$ cat config.mk
export PLATFORM = sky130hd
export DESIGN_NAME = microwave_timer_ctrl
export DESIGN_NICKNAME = d
export VERILOG_FILES = /design/src/rtl/microwave_timer_ctrl.sv
export SDC_FILE = /design/constraint.sdc
export NUM_CORES = 1
export LEC_CHECK = 0
export CAP_MARGIN = 20
export CORE_ASPECT_RATIO = 2
export CORE_UTILIZATION = 39
export DETAILED_ROUTE_END_ITERATION = 7
export PLACE_DENSITY_LB_ADDON = 0.1
export SLEW_MARGIN = 30
export SYNTH_ARGS = -nofsm -noshare
export SYNTH_HDL_FRONTEND = slang
export SYNTH_SLANG_ARGS = --single-unit
$ cat constraint.sdc
create_clock -name clk_i -period 1.9 [get_ports clk_i]
set_clock_uncertainty 0.15 [all_clocks]
set_input_delay 0.285 -clock clk_i [delete_from_list [all_inputs] [get_ports clk_i]]
set_output_delay 0.285 -clock clk_i [all_outputs]
set_load 0.02 [all_outputs]
$ cat src/rtl/microwave_timer_ctrl.sv
// -----------------------------------------------------------------------------
// microwave_timer_ctrl
//
// Control FSM for the microwave's MM:SS countdown chain, which is built from
// cascaded BCD down-counters. Keypad digits are collected into a 4-digit BCD
// entry buffer, and that buffer is loaded into the chain. While cooking, the
// 1 Hz tick is gated into the chain's count enable and the magnetron is
// driven. The FSM also handles the door interlock, pause/resume, cancel and
// the end-of-cook beep.
//
// Ports
//   clk_i           system clock, rising edge
//   rst_i           asynchronous, active-high reset
//   tick_1hz_i      one-cycle pulse per second
//   start_i         start/resume key pulse
//   stop_i          stop/cancel key pulse
//   digit_valid_i   keypad digit strobe
//   digit_i         keypad digit value (valid with digit_valid_i)
//   door_closed_i   1 = door shut (level)
//   timer_zero_i    1 = chain reads 00:00 (combinational from the chain)
//   timer_data_o    entry buffer {min_tens, min_ones, sec_tens, sec_ones}, BCD
//   timer_loadn_o   active-low load strobe to the chain (registered)
//   timer_clrn_o    active-low clear strobe to the chain (registered)
//   timer_enable_o  chain count enable (combinational)
//   magnetron_on_o  magnetron enable (registered)
//   beep_o          end-of-cook beeper (registered)
//   state_o         current state encoding, for debug/display
// -----------------------------------------------------------------------------
module microwave_timer_ctrl #(
  parameter int BEEP_CYCLES = 4
) (
  input  logic        clk_i,
  input  logic        rst_i,
  input  logic        tick_1hz_i,
  input  logic        start_i,
  input  logic        stop_i,
  input  logic        digit_valid_i,
  input  logic [3:0]  digit_i,
  input  logic        door_closed_i,
  input  logic        timer_zero_i,
  output logic [15:0] timer_data_o,
  output logic        timer_loadn_o,
  output logic        timer_clrn_o,
  output logic        timer_enable_o,
  output logic        magnetron_on_o,
  output logic        beep_o,
  output logic [2:0]  state_o
);

  typedef enum logic [2:0] {
    IDLE    = 3'd0,
    ENTRY   = 3'd1,
    LOAD    = 3'd2,
    COOKING = 3'd3,
    PAUSED  = 3'd4,
    DONE    = 3'd5
  } state_e;

  localparam int CNT_W = (BEEP_CYCLES > 1) ? $clog2(BEEP_CYCLES) : 1;
  localparam logic [CNT_W-1:0] BEEP_LAST = CNT_W'(BEEP_CYCLES - 1);

  state_e           state_q,    state_d;
  logic [15:0]      buffer_q,   buffer_d;
  logic [CNT_W-1:0] beep_cnt_q, beep_cnt_d;
  logic             loadn_q,    loadn_d;
  logic             clrn_q,     clrn_d;
  logic             mag_q,      mag_d;
  logic             beep_q,     beep_d;

  logic digit_ok;

  // A digit whose predecessor in sec_ones is above 5 would shift an invalid
  // seconds-tens value into the buffer, so it is refused.
  assign digit_ok = digit_valid_i && (digit_i <= 4'd9) && (buffer_q[3:0] <= 4'd5);

  // NOTE: every signal assigned in this block gets a default first, so no path
  // leaves one unassigned and no latch is inferred.
  always_comb begin
    state_d    = state_q;
    buffer_d   = buffer_q;
    beep_cnt_d = '0;
    clrn_d     = 1'b1;

    unique case (state_q)
      IDLE, ENTRY: begin
        // Stop outranks start, and start outranks digit entry. A start that
        // cannot be honoured still consumes the cycle's digit.
        if (stop_i) begin
          state_d  = IDLE;
          buffer_d = '0;
        end else if (start_i) begin
          if (state_q == ENTRY && door_closed_i && buffer_q != 16'h0000)
            state_d = LOAD;
        end else if (digit_ok) begin
          buffer_d = {buffer_q[11:0], digit_i};
          state_d  = ENTRY;
        end
      end

      LOAD: begin
        state_d  = COOKING;
        buffer_d = '0;
      end

      COOKING: begin
        // Door-open outranks both stop and the end of the count.
        if (!door_closed_i || stop_i) state_d = PAUSED;
        else if (timer_zero_i)        state_d = DONE;
      end

      PAUSED: begin
        if (stop_i) begin
          state_d = IDLE;
          clrn_d  = 1'b0;
        end else if (start_i && door_closed_i) begin
          state_d = COOKING;
        end
      end

      DONE: begin
        if (stop_i || beep_cnt_q == BEEP_LAST) state_d = IDLE;
        else                                   beep_cnt_d = beep_cnt_q + 1'b1;
      end

      default: state_d = IDLE;
    endcase

    // Registered strobes follow the state they belong to, so they switch on
    // the same edge as the state itself.
    loadn_d = (state_d != LOAD);
    mag_d   = (state_d == COOKING);
    beep_d  = (state_d == DONE);
  end

  // NOTE: sequential state uses non-blocking assignments only, so every
  // register samples the values from before the edge.
  always_ff @(posedge clk_i or posedge rst_i) begin
    if (rst_i) begin
      state_q    <= IDLE;
      buffer_q   <= '0;
      beep_cnt_q <= '0;
      loadn_q    <= 1'b1;
      clrn_q     <= 1'b0;
      mag_q      <= 1'b0;
      beep_q     <= 1'b0;
    end else begin
      state_q    <= state_d;
      buffer_q   <= buffer_d;
      beep_cnt_q <= beep_cnt_d;
      loadn_q    <= loadn_d;
      clrn_q     <= clrn_d;
      mag_q      <= mag_d;
      beep_q     <= beep_d;
    end
  end

  // Blocking the tick once the chain reads zero keeps it from wrapping.
  assign timer_enable_o = (state_q == COOKING) && tick_1hz_i && !timer_zero_i;

  assign timer_data_o   = buffer_q;
  assign timer_loadn_o  = loadn_q;
  assign timer_clrn_o   = clrn_q;
  assign magnetron_on_o = mag_q;
  assign beep_o         = beep_q;
  assign state_o        = state_q;

endmodule

==> metrics.cfg <==
[setup_path]
crit_fanout=7
cp.arrival_ns=1.38
critPathKind=reg2out
r2r_slack_ns=0.08
reg2reg_depth=5
setup.worst_path.start=state_o[0]$_DFF_PP0_
critPathLaunchType=register
cpPeakStageDelay_ns=0.62
crit_slowest_cell=clkdlybuf4s50_1
crit_path_end_kind=output port
worstPathCellList=buf_4 -> clkdlybuf4s50_1
crit_required_ns=1.46
r2r-end=timer_data_o[15]$_DFFE_PP0P_
worstReg2RegStart=state_o[1]$_DFF_PP0_

[cts]
clockBufferDepth=2
clk_latency_ns=0.26
clockRootBuffer=clkbuf_8
cts_tree=done
hold_buffers=0
postCtsSetupBuffers=0
clkTransAtPathRegs_ns=0.08
htreeDepth=1
numCtsBuffers=3
clock-sinks=25

[routing]
ant_nets=0
viasPerCell=5.22
wirelength_um=2880
dr.pass1.iters=4
wl_per_cell_um=14.7
vias=1018
drt_iter0_markers=9
drcViolationCount=0

[synth]
yosys_most_used_dff=dfrtp_1
synth.largest_area_cell=dfrtp_1
synthTopCellsByArea=dfrtp_1 (49%), mux2i_1 (6.6%), mux2_2 (5.6%)
synth_top_area_share_pct=49.5
syn_avg_cell_area_um2=10.9
syn_inst=111
ys_top_cells_by_count=dfrtp_1 (24), nand2_1 (14), inv_1 (12)
yosysSeqAreaShare_pct=51.6
syn_area_um2=1210
ys_async_sr_fraction_pct=100
synth.most_common_cell=dfrtp_1
synth_edf_count=0
ys_types=33
synth_nets=124
yosysWarnings=0
ys_ff_latch=25

[sta]
timing.final.crit_share_pct=95.8
rsz0062_at_grt=no
slew_headroom_pct=72.6
hold_viol=0
max_freq_mhz=550
setup_tns_ns=0
slew_viol_final=0
fin_crit_ns=1.82
tightest_slew_ns=0.408
setup_viol=0
whs_ns=0.219

[floorplan]
core_area_um2=2940
rows=28
initial_core_util_pct=41.2
io_pins=36
die_h_um=80.9
die-area_um2=3350
die_w_um=41.4

[power]
irDropWorstVdd_uv=714
leakagePower_nw=0.850
pwr_density_cell_nw_per_um2=1320

[global_routing]
grt_pass1_vias=1038
grt_pass1_wl_um=4600
antenna_found_initial=0
grt_overflow=0
grt_max_degree=26
grt_usage_pct=17.8

[layout]
area_delta_synth_final_pct=47.2
drive_above_1_share_pct=21.8
utilization_pct=60.7
stdcell_count=195
diodes=0
finalNetCount=179

[place]
gp_congestion=0.785
placed_cells=191
dp_hpwl_um=2340
io_buffers=35

[min_path]
hold_path.class=in2async

[run_status]
outcome=complete, no violations

[run]
maxCapViolations=0

layout make-up:
type	instances	area [µm²]
fill	276	1160
sequential	25	628
inverter	12	45.0
clock buffer	4	45.0
timing repair buffer	53	502
tap	30	37.5
multi-input combinational	71	529
how the worst max path moves through the flow:
stage                     slack (ns)                            to  cells past startpoint
after floorplan                -0.17   timer_data_o[5]$_DFFE_PP0P_                      6
after detailed placement       -0.20  timer_data_o[15]$_DFFE_PP0P_                      6
after CTS                      0.008                    state_o[2]                      2
final                           0.08                    state_o[0]                      2
after global placement         -0.14  timer_data_o[14]$_DFFE_PP0P_                      6
after global routing           0.008                timer_enable_o                      3
metrics by stage:
| stage | power, W | area [µm²] | setup WS (ns) |
|---|---|---|---|
| 3_5_place_dp | 0.00208 | 1730 | -0.203 |
| 5_1_grt | 0.00250 | 1790 | 0.00819 |
| 4_1_cts | 0.00239 | 1770 | 0.00793 |
| 6_report | 0.00237 | 1790 | 0.0806 |
| 2_1_floorplan | 0.00150 | 1220 | -0.168 |
| 3_3_place_gp | 0.00206 | 1730 | -0.143 |
logic make-up after synthesis:
family	synth area share, %
AOI/OAI and AO/OA	8.04
adders and majority gates	1.03
buffers and inverters	5.67
DFF	51.7
muxes	13.4
and+or+nand+nor	20.2
repair_timing:
action,in CTS,in global routing
resized for setup,1,5
endpoints found under the setup margin,1,5
pin swaps,0,1
critical path: cells and delay by family, from the launching register on:
kind                   cells  cell delay (ns)
DFF                        1             0.35
buffers and inverters      2             0.78
placed cells by master, fill, tap and decap left out, drive strengths merged, types with 2 or more instances in the layout:
| cell | count |
|---|---|
| clkdlybuf4s50 | 32 |
| dfrtp | 24 |
| buf | 18 |
| nand2 | 14 |
| inv | 12 |
| nor3 | 9 |
| mux2i | 8 |
| mux2 | 7 |
| nor4 | 4 |
| nor2 | 4 |
| clkbuf | 4 |
| nor2b | 3 |
| a21o | 2 |
| nand2b | 2 |
| nand3 | 2 |
| dlymetal6s2s | 2 |
| nor3b | 2 |
| o2111ai | 2 |
routing by layer:
| metal | up-vias | GRT usage [%] | wire, µm |
|---|---|---|---|
| li1 | 497 | - | - |
| met1 | 490 | 17.9 | 1030 |
| met2 | 25 | 35.6 | 1730 |
| met3 | 6 | 1.78 | 66 |
| met4 | 0 | 7.74 | 53 |
| met5 | - | 0 | 0 |
registers in the layout (all words and copies together) (netlist names):
register,flops
timer_clrn_o,1
state_o,3
timer_loadn_o,1
beep_o,1
beep_cnt_q,2
timer_data_o,16
magnetron_on_o,1
report_power, final:
part / switching, W / internal [W] / total [W]
clock network: 0.000152 / 0.000149 / 0.000301
registers: 0.000117 / 0.000669 / 0.000787
logic: 0.000628 / 0.000650 / 0.00128
No activity file was read; power rests on OpenSTA's default activity.
